**src/rtl/multi_meter.sv**
```systemverilog
// N-channel averaging meter over MCP3201 SPI ADCs: sums 2**AVG_LOG2 conversions per channel,
// publishes the truncated mean and tracks per-channel peaks. Includes the mcp3201_spi engine.

module mcp3201_spi #(
  parameter int DATA_W  = 12,
  parameter int CLK_DIV = 51
) (
  input  logic              clk,
  input  logic              rst,
  input  logic              start,
  input  logic              miso,
  output logic              sclk,
  output logic              cs_n,
  output logic              busy,
  output logic              new_data,
  output logic [DATA_W-1:0] data
);
  // Two sample clocks and a null bit precede the MSB-first data word.
  localparam int FRAME = DATA_W + 3;
  localparam int DIV_W = $clog2(CLK_DIV + 1);
  localparam int EW    = $clog2(FRAME + 1);

  typedef enum logic [1:0] {S_IDLE, S_XFER, S_GUARD} sstate_t;

  sstate_t           state_q, state_d;
  logic [DIV_W-1:0]  div_q, div_d;
  logic [EW-1:0]     edges_q, edges_d;
  logic              sclk_q, sclk_d, cs_n_q, cs_n_d, new_data_q, new_data_d;
  logic [DATA_W-1:0] shift_q, shift_d, data_q, data_d;

  always_ff @(posedge clk or posedge rst) begin
    if (rst) begin
      state_q    <= S_IDLE;
      div_q      <= '0;
      edges_q    <= '0;
      sclk_q     <= 1'b0;
      cs_n_q     <= 1'b1;
      new_data_q <= 1'b0;
      shift_q    <= '0;
      data_q     <= '0;
    end else begin
      state_q    <= state_d;
      div_q      <= div_d;
      edges_q    <= edges_d;
      sclk_q     <= sclk_d;
      cs_n_q     <= cs_n_d;
      new_data_q <= new_data_d;
      shift_q    <= shift_d;
      data_q     <= data_d;
    end
  end

  always_comb begin
    state_d    = state_q;
    div_d      = div_q;
    edges_d    = edges_q;
    sclk_d     = sclk_q;
    cs_n_d     = cs_n_q;
    new_data_d = 1'b0;
    shift_d    = shift_q;
    data_d     = data_q;
    case (state_q)
      S_IDLE: if (start) begin
        state_d = S_XFER;
        cs_n_d  = 1'b0;
        sclk_d  = 1'b0;
        div_d   = '0;
        edges_d = '0;
      end
      S_XFER: begin
        if (div_q == DIV_W'(CLK_DIV - 1)) begin
          div_d = '0;
          if (!sclk_q) begin
            // ADC shifts on falling SCLK, so sample on the rising edge.
            sclk_d  = 1'b1;
            shift_d = {shift_q[DATA_W-2:0], miso};
            edges_d = edges_q + 1'b1;
          end else if (edges_q == EW'(FRAME)) begin
            sclk_d     = 1'b0;
            cs_n_d     = 1'b1;
            new_data_d = 1'b1;
            data_d     = shift_q;
            state_d    = S_GUARD;
          end else begin
            sclk_d = 1'b0;
          end
        end else begin
          div_d = div_q + 1'b1;
        end
      end
      S_GUARD: begin
        // Hold CS high for a half SCLK period before the next frame.
        if (div_q == DIV_W'(CLK_DIV - 1)) begin
          div_d   = '0;
          state_d = S_IDLE;
        end else begin
          div_d = div_q + 1'b1;
        end
      end
      default: state_d = S_IDLE;
    endcase
  end

  assign sclk     = sclk_q;
  assign cs_n     = cs_n_q;
  assign busy     = (state_q != S_IDLE);
  assign new_data = new_data_q;
  assign data     = data_q;
endmodule

module multi_meter #(
  parameter int NUM_CH   = 2,
  parameter int DATA_W   = 12,
  parameter int AVG_LOG2 = 3,
  parameter int CLK_DIV  = 51
) (
  input  logic                     clk,
  input  logic                     rst,
  input  logic                     start,
  input  logic                     continuous,
  input  logic                     peak_clr,
  output logic                     busy,
  output logic                     data_valid,
  output logic [NUM_CH*DATA_W-1:0] data_out,
  output logic [NUM_CH*DATA_W-1:0] peak_out,
  input  logic [NUM_CH-1:0]        miso_pin,
  output logic [NUM_CH-1:0]        sclk_pin,
  output logic [NUM_CH-1:0]        cs_pin_n
);
  localparam int ACC_W = DATA_W + AVG_LOG2;
  localparam int CNT_W = AVG_LOG2 + 1;
  localparam int NSAMP = 1 << AVG_LOG2;

  typedef enum logic [2:0] {IDLE, CONVERT, DRAIN, ACCUM, PUBLISH} state_t;

  state_t                         state_q, state_d;
  logic                           busy_q, busy_d, dv_q, dv_d, spi_start_q, spi_start_d;
  logic [CNT_W-1:0]               cnt_q, cnt_d;
  logic [NUM_CH-1:0][ACC_W-1:0]   acc_q, acc_d;
  logic [NUM_CH-1:0][DATA_W-1:0]  sample_q, sample_d, data_q, data_d, peak_q, peak_d;
  logic [NUM_CH-1:0][DATA_W-1:0]  spi_data, avg;
  logic [NUM_CH-1:0]              spi_busy, spi_new;
  logic                           unused_spi;

  for (genvar k = 0; k < NUM_CH; k++) begin : g_ch
    mcp3201_spi #(.DATA_W(DATA_W), .CLK_DIV(CLK_DIV)) u_spi (
      .clk      (clk),
      .rst      (rst),
      .start    (spi_start_q),
      .miso     (miso_pin[k]),
      .sclk     (sclk_pin[k]),
      .cs_n     (cs_pin_n[k]),
      .busy     (spi_busy[k]),
      .new_data (spi_new[k]),
      .data     (spi_data[k])
    );
    assign avg[k] = DATA_W'(acc_q[k] >> AVG_LOG2);
  end

  // Engines run in lockstep; channel 0 alone paces the sequence.
  assign unused_spi = ^{spi_new, spi_busy};

  always_ff @(posedge clk or posedge rst) begin
    if (rst) begin
      state_q     <= IDLE;
      busy_q      <= 1'b0;
      dv_q        <= 1'b0;
      spi_start_q <= 1'b0;
      cnt_q       <= '0;
      acc_q       <= '0;
      sample_q    <= '0;
      data_q      <= '0;
      peak_q      <= '0;
    end else begin
      state_q     <= state_d;
      busy_q      <= busy_d;
      dv_q        <= dv_d;
      spi_start_q <= spi_start_d;
      cnt_q       <= cnt_d;
      acc_q       <= acc_d;
      sample_q    <= sample_d;
      data_q      <= data_d;
      peak_q      <= peak_d;
    end
  end

  always_comb begin
    state_d     = state_q;
    busy_d      = busy_q;
    dv_d        = 1'b0;
    spi_start_d = 1'b0;
    cnt_d       = cnt_q;
    acc_d       = acc_q;
    sample_d    = sample_q;
    data_d      = data_q;
    peak_d      = peak_clr ? '0 : peak_q;
    case (state_q)
      IDLE: if (start || continuous) begin
        spi_start_d = 1'b1;
        busy_d      = 1'b1;
        state_d     = CONVERT;
      end
      CONVERT: if (spi_new[0]) begin
        sample_d = spi_data;
        state_d  = DRAIN;
      end
      DRAIN: if (!spi_busy[0]) state_d = ACCUM;
      ACCUM: begin
        for (int k = 0; k < NUM_CH; k++) acc_d[k] = acc_q[k] + ACC_W'(sample_q[k]);
        cnt_d = cnt_q + 1'b1;
        if (cnt_q == CNT_W'(NSAMP - 1)) begin
          state_d = PUBLISH;
        end else begin
          spi_start_d = 1'b1;
          state_d     = CONVERT;
        end
      end
      PUBLISH: begin
        // A coincident clear discards the old peak, then the new result loads.
        for (int k = 0; k < NUM_CH; k++) begin
          data_d[k] = avg[k];
          peak_d[k] = (peak_clr || avg[k] > peak_q[k]) ? avg[k] : peak_q[k];
        end
        acc_d = '0;
        cnt_d = '0;
        dv_d  = 1'b1;
        if (continuous) begin
          spi_start_d = 1'b1;
          state_d     = CONVERT;
        end else begin
          busy_d  = 1'b0;
          state_d = IDLE;
        end
      end
      default: state_d = IDLE;
    endcase
  end

  assign busy       = busy_q;
  assign data_valid = dv_q;
  assign data_out   = data_q;
  assign peak_out   = peak_q;
endmodule
```
**config.mk**
```make
export PLATFORM = sky130hd
export DESIGN_NAME = multi_meter
export DESIGN_NICKNAME = d
export VERILOG_FILES = /design/src/rtl/multi_meter.sv
export SDC_FILE = /design/constraint.sdc
export NUM_CORES = 1
export LEC_CHECK = 0
export BUFFER_PORTS_ARGS = -buffer_cell sky130_fd_sc_hd__buf_2
export CORE_MARGIN = 2
export CORE_UTILIZATION = 40
export DETAILED_ROUTE_END_ITERATION = 6
export GPL_TIMING_DRIVEN = 1
export PLACE_DENSITY = 0.58
export REMOVE_ABC_BUFFERS = 1
export SYNTH_ARGS = -nofsm -noshare
export SYNTH_HDL_FRONTEND = slang
export SYNTH_SLANG_ARGS = --single-unit
export TNS_END_PERCENT = 30
```
**constraint.sdc**
```tcl
create_clock -name clk -period 9.45 [get_ports clk]
set_input_delay 2.835 -clock clk [delete_from_list [all_inputs] [get_ports clk]]
set_output_delay 2.835 -clock clk [all_outputs]
set_load 0.005 [all_outputs]
```
## Word-level counts from Yosys, hierarchy flattened

Cells that the tools add are included.
W data, S select, Z words.

| storage, ports and cells | value |
|---|---|
| bits in registers | 189 |
| input port bits | 7 |
| logic and storage cells | 167 |

| operators by class | value |
|---|---|
| mux-type cells | 62 |
| eq/ne operators | 31 |
| reductions and logical operators | 35 |
| $lt $le $gt $ge | 2 |
| $add $sub $neg | 7 |
| bitwise logic cells | 2 |

Operator list:

| kind | count |
|---|---|
| $pmux W30 S2 | 1 |
| $mux W24 | 2 |
| $add A15 B12 Y15 | 2 |
| $gt A12 B12 Y1 | 2 |
| $mux W12 | 2 |
| $pmux W4 S2 | 3 |
| $pmux W6 S2 | 2 |
| $mux W1 | 22 |
| $mux W4 | 5 |
| $reduce_and A5 Y1 | 4 |
| $mux W2 | 9 |
| $mux W6 | 3 |
| $ne A2 B1 Y1 const B | 9 |
| $ne A2 B2 Y1 const B | 9 |
| $reduce_and A3 Y1 | 6 |
| $reduce_and A4 Y1 | 4 |
| $reduce_bool A2 Y1 | 8 |
| $pmux W3 S5 | 1 |
| $add A4 B1 Y4 const B | 3 |
| $add A6 B1 Y6 const B | 2 |
| $eq A6 B6 Y1 const B | 2 |
| $mux W3 | 4 |
| $pmux W2 S3 | 2 |
| $pmux W1 S2 | 5 |
| 14 further kinds | 27 |

## Longest topological paths before layout

Gate-level depths: netlist of the first run.

| logic depth | value |
|---|---|
| depth after elaboration | 5 |
| gate-level depth with buffers | 9 |

## By module

Synthesis of the first run repeated with hierarchy kept, for this count alone.

| second synthesis, totals | value |
|---|---|
| cells, all modules | 997 |
| area, all modules | 10525.1 µm² |

Modules (own cells, without submodules):

| module | times used | area each (µm²) | cells an instance |
|---|---|---|---|
| multi_meter | 1 | 6726.5 | 695 |
| mcp3201_spi | 2 | 1899.3 | 151 |

## Worst setup path before layout of the first run

No wires, ideal clock.

| path | value |
|---|---|
| path type | input-to-reg |
| from | in peak_clr |
| to | reg peak_q, in the netlist peak_out[0] |
| library setup time | 0.125 ns |
| arrival time | 3.475 ns |
| path slack | 5.850 ns |
| data required time | 9.325 ns |
| stages on the path | 3 |
| buffers on the path | 1 |
| path through | a31oi_4 buf_12 mux2_4 |

| between the ends | value |
|---|---|
| word-level cells in the longest chain between the ends | 3 |

Ends and longest elaborated chain:

| what | RTL line | RTL |
|---|---|---|
| start, declared | 121 | `input logic peak_clr,` |
| $logic_or A1 B1 Y1 | 222 | `peak_d[k] = (peak_clr \|\| avg[k] > peak_q[k]) ? avg[k] : peak_q[k];` |
| $ne A2 B2 Y1 (no line) | n/a |  |
| $reduce_and A2 Y1 (no line) * | n/a |  |
| end signal, assigned | 183 | `peak_q <= peak_d;` |
| end, declared | 140 | `logic [NUM_CH-1:0][DATA_W-1:0] sample_q, sample_d, data_q, data_d, peak_q, peak_d;` |

Mark *: on every way between the ends. The rest lies on a longest branch, timed or not.
A chain may end at the register's enable or synchronous reset.

==> results.tsv, run 1 <==
stage	metric	value	unit
outcome	outcome	completed	
timing	max_freq	0.253	GHz
setup_path	worstPathMaxFanout	125	
power	p_sw_share	21.0	%
global_routing	overflow	0	
global_routing	grtUsageTotal	15.1	%
finish	stdcell_count	1225	
clock_network	postCtsSetupRepairBufs	0	
placed_design	io_buffers	60	
clock_network	cts_buffer_depth	2	
placed_design	place_congestion	0.797	
finish	multi_input_area	0.00453	sq mm
setup_path	worst_ep_required_time	9910	ps
job	cap_violations	0	
yosys	synth_ff_type	dfrtp_1	
detailed_routing	vias_per_cell	5.11	
power	switchingPower	335	uW
power	leakage	5.81	nW
detailed_routing	wl_per_cell	14.8	um
global_routing	grt_pass1_vias	6204	
finish	antenna_cells	0	
placed_design	place_area	0.0102	sq mm
timing	rsz0062_at_grt	false	
setup_path	reg2reg_slack	6230	ps
setup_path	critPathMaxStageDelay	770	ps
setup_path	crit_path_end_kind	asynchronous set/reset pin	
power	pwr-share-comb	1.5	%
global_routing	grt_pass1_wl	31600	um
detailed_routing	first_iter_violations	299	
power	p_per_area	148	mW/mm^2
clock_network	cts_max_level	4	
power	clock_power_share	47.9	%
hold_path	hp-class	flop to flop	
floorplan	die_h	159	um
global_routing	grt_max_degree	126	
placed_design	post-place-cells	1195	
yosys	synth_area_leaders	dfrtp_1 (49%), ha_1 (7.9%), mux2_1 (6.3%), mux2_4 (4.7%), a21o_1 (2.9%)	
finish	area_growth	12.4	%
yosys	yosys.area.top_type	dfrtp_1	
detailed_routing	vias	6262	
yosys	synth.cell_area	0.00961	sq mm
placed_design	dp_hpwl	12500	um
timing	max_slew_margin	41.1	%
setup_path	crit_path_start_kind	input port	
yosys	avgSynthCellArea	11.4	sq um
yosys	synth_edf_count	0	
finish	final_area	0.0108	sq mm
setup_path	crit_arrival	4410	ps
detailed_routing	drcViolationCount	0	
setup_path	worst-setup-path-type	input port to asynchronous set/reset pin	
floorplan	die_area	0.0253	sq mm
setup_path	crit_buf_inv	3	
timing	worst_clock_skew	10.8	ps
clock_network	clk_pin_slew_worst_paths	70	ps
timing	finalHoldViolCount	0	
floorplan	num_rows	56	
clock_network	cts_resized	0	
detailed_routing	drt-pass1-iter-count	4	
timing	tns	0	ps
timing	worst_slew_pin_slew	881	ps
finish	design.final.nets	965	
clock_network	clock_sink_count	189	
clock_network	cts_buffers	17	
power	seqPwrFrac	50.6	%
finish	drive_gt1_share	17.5	%
finish	seq_area	0.00473	sq mm
floorplan	ioPinCount	61	
timing	finalSetupViolCount	0	
finish	fillers	2197	
power	intPower	1.26	mW
yosys	postSynthCellCount	845	
yosys	synth.distinct_cells	64	
floorplan	die_w	159	um
yosys	yosysTopAreaCellShare	48.7	%
timing	period_share	41.9	%
yosys	ys_warn_count	0	
detailed_routing	drtAntennaViolNets	0	
floorplan	core-area	0.0235	sq mm
global_routing	antenna_found_initial	0	
setup_path	slowest_stage	buf_4	
setup_path	path_cells	buf_2 -> inv_8 -> buf_4	
timing	fin_crit	3960	ps
setup_path	cp_top_family	buffers and inverters	
yosys	synthTopCellsByCount	dfrtp_1 (187), ha_1 (61), nand2_1 (61)	
clock_network	clock-root-buffer	clkbuf_16	
yosys	synth_most_common_cell	dfrtp_1	
detailed_routing	wl	18100	um
power	vdd_drop_max	0.119	mV
clock_network	clk_latency	430	ps
yosys	yosys_register_bits	189	
yosys	synthArstFlopShare	100	%
yosys	seq_area_frac_synth	49.2	%
timing	slew_violations	0	
floorplan	start_util	40.8	%
clock_network	hold_buffers	0	
clock_network	cts_tree	yes	
[stage by stage]
step	total power [mW]	hold WS [ps]	setup WS, ps	util [%]
4_1_cts	1.62	477	5370	45.9
3_5_place_dp	0.851	460	4900	43.2
5_1_grt	1.66	489	5180	45.9
2_1_floorplan	0.842	441	1480	-
6_report	1.60	473	5490	45.9
3_3_place_gp	0.851	452	4910	43.2
[cell type report]
| type | count | share of cell area, % |
|---|---|---|
| Multi-Input combinational cell | 579 | 42.0 |
| Clock inverter | 12 | 1.70 |
| Sequential cell | 189 | 43.8 |
| Tap cell | 319 | 3.70 |
| Inverter | 41 | 1.49 |
| Clock buffer | 18 | 4.07 |
| Timing Repair Buffer | 67 | 3.27 |
[metal layers]
layer	vias to the layer above	track usage, %	part of all wire [%]
li1	3109	-	-
met1	3063	22.3	52
met2	80	22.5	44
met3	10	3.18	3.1
met4	0	3.97	0.73
met5	-	0	0
[worst paths after layout]
| check | cells after the start | startpoint | to |
|---|---|---|---|
| max in group clk | 1 | g_ch[0].u_spi.sclk | sclk_pin[0] |
| hold reg to reg | 1 | data_out[8] | data_out[8] |
| min in group asynchronous | 2 | rst | g_ch[1].u_spi.edges_q[3] |
| setup reg to reg | 9 | state_q[0] | cnt_q[2] |
| hold / removal | 1 | data_out[8] | data_out[8] |
| setup / recovery | 3 | rst | data_out[23] |
[worst register-to-register path, cell delays in order, from the launching register on]
cell	delay, ps
dfrtp_1	490
nor2_2	60
buf_4	220
nand2_1	650
buf_4	400
inv_2	110
nor2_1	670
buf_4	350
o21ai_0	110
o21ai_0	70
[cells by family after synthesis]
kind of cell	share of synthesized area [%]
xor gates and xnor gates	2.37
buffers and inverters	3.80
muxes	12.8
DFF	49.2
AOI/OAI and AO/OA	12.6
and+or+nand+nor	10.8
adders and majority gates	8.36
[placed cells by master, fill, tap and decap left out, types with 16 or more instances in the layout]
| master | instances |
|---|---|
| nand2_1 | 61 |
| o21ai_0 | 31 |
| buf_2 | 60 |
| and3_1 | 25 |
| clkbuf_16 | 17 |
| nor2_1 | 38 |
| inv_1 | 38 |
| xor2_1 | 16 |
| mux2_1 | 54 |
| ha_1 | 61 |
| a21oi_1 | 46 |
| nand4_1 | 16 |
| a21o_1 | 37 |
| o21ai_1 | 28 |
| dfrtp_1 | 187 |
| mux2_4 | 30 |
[flip-flops by register name, indices dropped and copies added, names as in the netlist]
name                 cells
state_q                  3
g_ch.u_spi.new_data      1
busy                     1
peak_out                24
g_ch.u_spi.div_q        12
g_ch.u_spi.sclk          2
g_ch.u_spi.data         24
spi_start_q              1
cnt_q                    4
data_valid               1
g_ch.u_spi.shift_q      24
data_out                24
g_ch.u_spi.edges_q       8
acc_q                   30
g_ch.u_spi.cs_n          2
sample_q                24
g_ch.u_spi.state_q       4
[power groups by stage]
stage          Clock [mW]  Combinational [mW]  Sequential [mW]
6_report            0.766              0.0243            0.810
5_1_grt             0.821              0.0287            0.809
4_1_cts             0.789              0.0262            0.809
3_5_place_dp            0              0.0262            0.825
3_3_place_gp            0              0.0260            0.825
2_1_floorplan           0              0.0172            0.825
Note: power is estimated with default switching activity, not from simulation.
==> inputs of run 2 (changes only) <==
Settings changed: PLACE_DENSITY 0.58 to 0.61.
Clock period 9.45 ns to 3.5 ns, I/O delays scaled along.
==> run 2 against run 1 <==
Compared with the run above:
- flip-flop and latch count stayed put
- hold slack worse by 4.0 ps
- final area is 0.52% higher
- critical endpoint is now peak_out[10]
- non-clock buffer count is 7 higher
- clock-buffer cell count is 3 higher
- highest routed layer is now met5
- critical path depth is 5 higher
==> results.tsv, run 2 (synthesis gave the netlist of run 1 again) <==
stage	metric	value	unit	change
clock_network	hold_buffers	0		unchanged
power	leakage	5.85	nW	was 5.81 nW
timing	tns	0	ps	unchanged
outcome	outcome	completed		unchanged
finish	final_core_util	46.1	%	was 45.9%
clock_network	clk_pin_slew_worst_paths	70	ps	about the same
setup_path	r2r-end	peak_out[10]		was cnt_q[2]
setup_path	crit_path_start_kind	flop		was input port
global_routing	overflow	0		unchanged
job	cap_violations	0		unchanged
floorplan	ioPinCount	61		unchanged
timing	period_share	70.0	%	
setup_path	worst-setup-path-type	flop to flop		was input port to asynchronous set/reset pin
setup_path	cp_top_family	compound AO/OA/AOI/OAI gates		was buffers and inverters
finish	top_register	acc_q		unchanged
setup_path	crit_path_end	peak_out[10]		was data_out[23]
setup_path	worstPathMaxFanout	12		was 125
setup_path	startpoint	peak_out[1]		was rst
placed_design	place_congestion	0.803		was 0.797
finish	drive_gt1_share	18.0	%	was 17.5%
detailed_routing	vias	6271		was 6,262
timing	max_slew_margin	51.8	%	was 41.1%
global_routing	antenna_found_initial	1		was 0
timing	worst_slew_pin_slew	723	ps	was 881 ps
finish	antenna_cells	0		unchanged
clock_network	clock-root-buffer	clkbuf_16		unchanged
detailed_routing	drt-pass1-iter-count	4		unchanged
finish	final_common_cell	dfrtp_1		unchanged
setup_path	r2r-start	peak_out[1]		was state_q[0]
clock_network	postCtsSetupRepairBufs	0		unchanged
timing	fin_crit	2450	ps	
timing	worst_slack	1050	ps	was 5490 ps
setup_path	slowest_stage	a31oi_4		was buf_4
timing	holdWs	469	ps	was 473 ps
timing	max_freq	0.408	GHz	
timing	slew_violations	0		unchanged
hold_path	hp-class	flop to flop		unchanged
setup_path	crit_path_end_kind	flop		was asynchronous set/reset pin
finish	seq_area	0.00473	sq mm	unchanged
setup_path	critPathMaxStageDelay	500	ps	was 770 ps
clock_network	clock_sink_count	189		unchanged
global_routing	grt_pass1_vias	6215		was 6,204
clock_network	cts_buffers	17		unchanged
global_routing	grtUsageTotal	15.1	%	about the same
clock_network	cts_buffer_depth	2		unchanged
detailed_routing	drcViolationCount	0		unchanged
placed_design	dp_hpwl	12900	um	was 12,500 um
global_routing	grt_pass1_wl	31600	um	about the same
finish	largest_reg_flops	30		unchanged
setup_path	reg2reg_slack	1050	ps	was 6230 ps
detailed_routing	vias_per_cell	5.09		was 5.11
global_routing	grt_max_degree	89		was 126
setup_path	worst_ep_required_time	3810	ps	was 9910 ps
floorplan	num_rows	56		unchanged
detailed_routing	wl_per_cell	14.7	um	was 14.8 um
floorplan	die_w	159	um	unchanged
finish	final_area	0.0109	sq mm	was 0.0108 sq mm
detailed_routing	first_iter_violations	294		was 299
detailed_routing	wl	18100	um	about the same
timing	finalSetupViolCount	0		unchanged
setup_path	reg2reg_depth	8		was 9
power	vdd_drop_max	0.282	mV	was 0.119 mV
placed_design	place_area	0.0102	sq mm	about the same
placed_design	pre_cts_ws	1040	ps	was 4900 ps
timing	worst_clock_skew	7.59	ps	was 10.8 ps
floorplan	core-area	0.0235	sq mm	unchanged
floorplan	die_h	159	um	unchanged
hold_path	hold_path_depth	1		unchanged
placed_design	io_buffers	60		unchanged
clock_network	cts_tree	yes		unchanged
finish	area_growth	13.0	%	was 12.4%
floorplan	die_area	0.0253	sq mm	unchanged
clock_network	clk_latency	420	ps	was 430 ps
floorplan	start_util	40.8	%	unchanged
power	p_per_area	397	mW/mm^2	was 148 mW/mm^2
finish	multi_input_area	0.00452	sq mm	was 0.00453 sq mm
timing	rsz0062_at_grt	false		unchanged
clock_network	cts_resized	0		unchanged
timing	finalHoldViolCount	0		unchanged
clock_network	cts_max_level	4		unchanged
finish	mostFrequentLayoutCells	dfrtp_1 (187), nand2_1 (61), ha_1 (61)		unchanged
setup_path	path_cells	inv_1 -> ha_1 -> nor2b_4 -> o211ai_2 -> a21oi_1 -> or3_4 -> a31oi_4 -> mux2_1		was buf_2 -> inv_8 -> buf_4
detailed_routing	drtAntennaViolNets	0		unchanged
setup_path	crit_buf_inv	1		was 3
finish	design.final.nets	972		was 965
setup_path	worstSetupPathDepth	8		was 3
setup_path	crit_arrival	2760	ps	was 4410 ps
finish	fillers	2204		was 2,197
## run 2: power by group
part           internal (mW)  switching [mW]  leakage [nW]
Combinational         0.0161          0.0544          2.96
Sequential              2.19         0.00109          2.59
Clock                   1.23           0.819         0.292
## run 2: routing by layer
layer  vias up  routed length (um)  part of all wire, %  GRT usage, %
met1      3043                9330                   52          22.0
met5         -                  13                0.072             0
met3        12                 674                  3.7          3.75
met4         2                 156                 0.86          3.39
met2        89                7890                   44          22.6
li1       3125                   -                    -             -
## run 2: area by class of cell
class,count,area share [%]
Tap cell,319,3.68
Inverter,41,1.49
Clock inverter,9,1.48
Sequential cell,189,43.6
Clock buffer,21,4.24
Multi-Input combinational cell,579,41.7
Timing Repair Buffer,74,3.85
## run 2: through the flow
stage	total power, mW	instances
after floorplan	2.27	809
after global placement	2.30	1202
after detailed placement	2.30	1202
after CTS	4.37	1232
after global routing	4.47	1232
final	4.31	1232
## run 2: worst min path at each step
stage,from,endpoint,slack (ps)
CTS,data_out[2],data_out[2],480
floorplan,g_ch[1].u_spi.div_q[5],g_ch[1].u_spi.div_q[5],440
global placement,data_out[4],data_out[4],450
detailed placement,data_out[4],data_out[4],460
finish,data_out[8],data_out[8],470
global route,data_out[4],data_out[4],480
==> inputs of run 3 (changes only) <==
Settings changed: ABC_AREA set to 1, PLACE_DENSITY 0.61 to 0.58.
Clock period 3.5 ns to 2.4 ns, I/O delays scaled along.
==> run 3 against run 2 <==
Compared with the run above:
- hold slack got worse by 170 ps
- combinational power increased by 40%
- non-clock buffer count is 8 lower
- cell count grew 31%
- flip-flop and latch count is the same
- clock-buffer cell count down 4
- highest routed layer is now met4
==> results.tsv, run 3 <==
stage	metric	value	unit	change
detailed_routing	vias_per_cell	4.74		was 5.09
detailed_routing	wl_per_cell	13.1	um	was 14.7 um
setup_path	worst_ep_required_time	2730	ps	was 3810 ps
timing	rsz0062_at_grt	false		unchanged
clock_network	hold_buffers	0		unchanged
floorplan	core-area	0.0245	sq mm	was 0.0235 sq mm
detailed_routing	drtAntennaViolNets	0		unchanged
placed_design	io_buffers	60		unchanged
setup_path	worst-setup-path-type	flop to flop		unchanged
setup_path	timing.critical_path.mode_cell	inv_1		
clock_network	clk_latency	430	ps	was 420 ps
setup_path	crit_arrival	2360	ps	was 2760 ps
detailed_routing	wl	21100	um	was 18,100 um
global_routing	overflow	0		unchanged
finish	mostFrequentLayoutCells	nand2_1 (372), dfrtp_1 (187), inv_1 (177)		was dfrtp_1 (187), nand2_1 (61), ha_1 (61)
yosys	postSynthCellCount	1221		was 845
yosys	synth.cell_area	0.0100	sq mm	was 0.00961 sq mm
floorplan	die_w	162	um	was 159 um
timing	finalHoldViolCount	0		unchanged
clock_network	cts_buffer_depth	2		unchanged
yosys	yosys_register_bits	189		unchanged
setup_path	critPathMaxStageDelay	420	ps	was 500 ps
clock_network	clk_pin_slew_worst_paths	70	ps	about the same
yosys	avgSynthCellArea	8.21	sq um	was 11.4 sq um
timing	fin_crit	2030	ps	was 2450 ps
placed_design	place_area	0.0106	sq mm	was 0.0102 sq mm
yosys	synthTopCellsByCount	nand2_1 (372), dfrtp_1 (187), inv_1 (178)		was dfrtp_1 (187), ha_1 (61), nand2_1 (61)
floorplan	ioPinCount	61		unchanged
finish	drive_gt1_share	11.3	%	was 18.0%
finish	area_growth	12.3	%	was 13.0%
job	cap_violations	0		unchanged
clock_network	cts_buffers	17		unchanged
yosys	synth.distinct_cells	46		was 64
clock_network	cts_tree	yes		unchanged
clock_network	cts_max_level	4		unchanged
global_routing	antenna_found_initial	0		was 1
detailed_routing	drt-pass1-iter-count	5		was 4
timing	worst_slew_pin_slew	672	ps	was 723 ps
setup_path	worstPathMaxFanout	25		was 12
yosys	yosys.area.top_type	dfrtp_1		unchanged
setup_path	path_cells	inv_1 -> ha_1 -> inv_1 -> nor2_1 -> nand2_1 -> o21ai_0		was inv_1 -> ha_1 -> nor2b_4 -> o211ai_2 -> a21oi_1 -> or3_4 -> a31oi_4 -> mux2_1
finish	design.final.nets	1344		was 972
timing	max_slew_margin	55.1	%	was 51.8%
floorplan	num_rows	57		was 56
finish	final_area	0.0113	sq mm	was 0.0109 sq mm
placed_design	pre_cts_ws	422	ps	was 1040 ps
clock_network	postCtsSetupRepairBufs	0		unchanged
detailed_routing	drcViolationCount	0		unchanged
clock_network	cts_resized	0		unchanged
detailed_routing	first_iter_violations	566		was 294
power	power	6.33	mW	was 4.31 mW
detailed_routing	vias	7630		was 6,271
timing	holdWs	294	ps	was 469 ps
finish	top_register	acc_q		unchanged
hold_path	hp-class	input port to asynchronous set/reset pin		was flop to flop
power	p_per_area	562	mW/mm^2	was 397 mW/mm^2
global_routing	grt_pass1_wl	35900	um	was 31,600 um
yosys	yosysTopAreaCellShare	46.7	%	was 48.7%
yosys	ys_warn_count	0		unchanged
global_routing	grtUsageTotal	16.9	%	was 15.1%
finish	largest_reg_flops	30		unchanged
yosys	synth_area_leaders	dfrtp_1 (47%), nand2_1 (14%), ha_1 (7.6%), inv_1 (6.7%), o21ai_0 (4.4%)		was dfrtp_1 (49%), ha_1 (7.9%), mux2_1 (6.3%), mux2_4 (4.7%), a21o_1 (2.9%)
floorplan	die_area	0.0263	sq mm	was 0.0253 sq mm
floorplan	start_util	41.0	%	was 40.8%
power	vdd_drop_max	0.383	mV	was 0.282 mV
setup_path	crit_path_start_kind	flop		unchanged
clock_network	clock_sink_count	189		unchanged
power	leakage	6.23	nW	was 5.85 nW
finish	final_common_cell	nand2_1		was dfrtp_1
timing	max_freq	0.492	GHz	was 0.408 GHz
timing	worst_slack	367	ps	was 1050 ps
timing	worst_clock_skew	10.9	ps	was 7.59 ps
global_routing	grt_pass1_vias	7296		was 6,215
global_routing	grt_max_degree	55		was 89
yosys	synth_most_common_cell	nand2_1		was dfrtp_1
yosys	synth_edf_count	0		unchanged
placed_design	place_congestion	0.892		was 0.803
clock_network	clock-root-buffer	clkbuf_16		unchanged
setup_path	slowest_stage	nand2_1		was a31oi_4
timing	period_share	84.7	%	was 70.0%
timing	finalSetupViolCount	0		unchanged
yosys	synth_ff_type	dfrtp_1		unchanged
finish	antenna_cells	0		unchanged
setup_path	reg2reg_slack	370	ps	was 1050 ps
floorplan	die_h	162	um	was 159 um
setup_path	crit_path_end_kind	flop		unchanged
outcome	outcome	completed		unchanged
timing	slew_violations	0		unchanged
yosys	seq_area_frac_synth	47.2	%	was 49.2%
placed_design	dp_hpwl	15300	um	was 12,900 um
yosys	synthArstFlopShare	100	%	unchanged
run 3: changes by cell type after synthesis, moves of 34 or more:
cell     delta
nand2_1   +311
inv_1     +139
nand3_1    +58
o21ai_0    +58
mux2_1     -54
nor2_1     +38
a21o_1     -34
run 3: cells by family after synthesis:
kind of cell | after synthesis | share of synthesized area, %
AOI/OAI and AO/OA | 160 | 8.78
and+or+nand+nor | 564 | 23.5
xor gates and xnor gates | 10 | 0.874
DFF | 189 | 47.2
muxes | 21 | 2.88
adders and majority gates | 63 | 8.02
buffers and inverters | 214 | 8.72
run 3: critical path: cells and delay by family (launching register included):
| family | cells | cell delay, ps |
|---|---|---|
| buf+inv | 2 | 240 |
| flops | 1 | 390 |
| compound gates | 1 | 360 |
| simple gates | 2 | 560 |
| fa+ha+maj | 1 | 380 |
run 3: final timing paths:
path	to	cells past startpoint	start
worst max-delay path	g_ch[0].u_spi.shift_q[1]	6	g_ch[0].u_spi.state_q[1]
worst min register to register	data_out[10]	2	data_out[10]
min in group clk	data_out[10]	2	data_out[10]
worst max register to register	g_ch[0].u_spi.shift_q[1]	6	g_ch[0].u_spi.state_q[1]
max in group asynchronous	peak_out[9]	3	rst
worst min-delay path	g_ch[0].u_spi.div_q[1]	2	rst
run 3: report_power, final:
part | switching (mW) | internal (mW)
Combinational | 0.0811 | 0.0177
Clock | 1.36 | 1.69
Sequential | 0.000437 | 3.18
Total | 1.44 | 4.89
run 3: layout make-up:
class	count	area [sq um]
Sequential cell	189	4730
Inverter	182	696
Multi-Input combinational cell	818	4410
Tap cell	324	405
Clock buffer	17	425
Timing Repair Buffer	66	383
Clock inverter	15	200
Fill cell	2433	13200
run 3: through the flow:
| step | TNS (ps) | cells | util, % |
|---|---|---|---|
| 2_1_floorplan | -650850 | 1189 | - |
| 3_3_place_gp | 0 | 1579 | 43.5 |
| 3_5_place_dp | 0 | 1579 | 43.5 |
| 4_1_cts | 0 | 1611 | 46.0 |
| 5_1_grt | 0 | 1611 | 46.0 |
| 6_report | 0 | 1611 | 46.0 |
run 3: metal layers:
layer / wire (um) / GRT usage, %
met4: 156 / 3.94
met1: 10700 / 24.4
met2: 9540 / 26.4
met3: 671 / 3.12
met5: 0 / 0
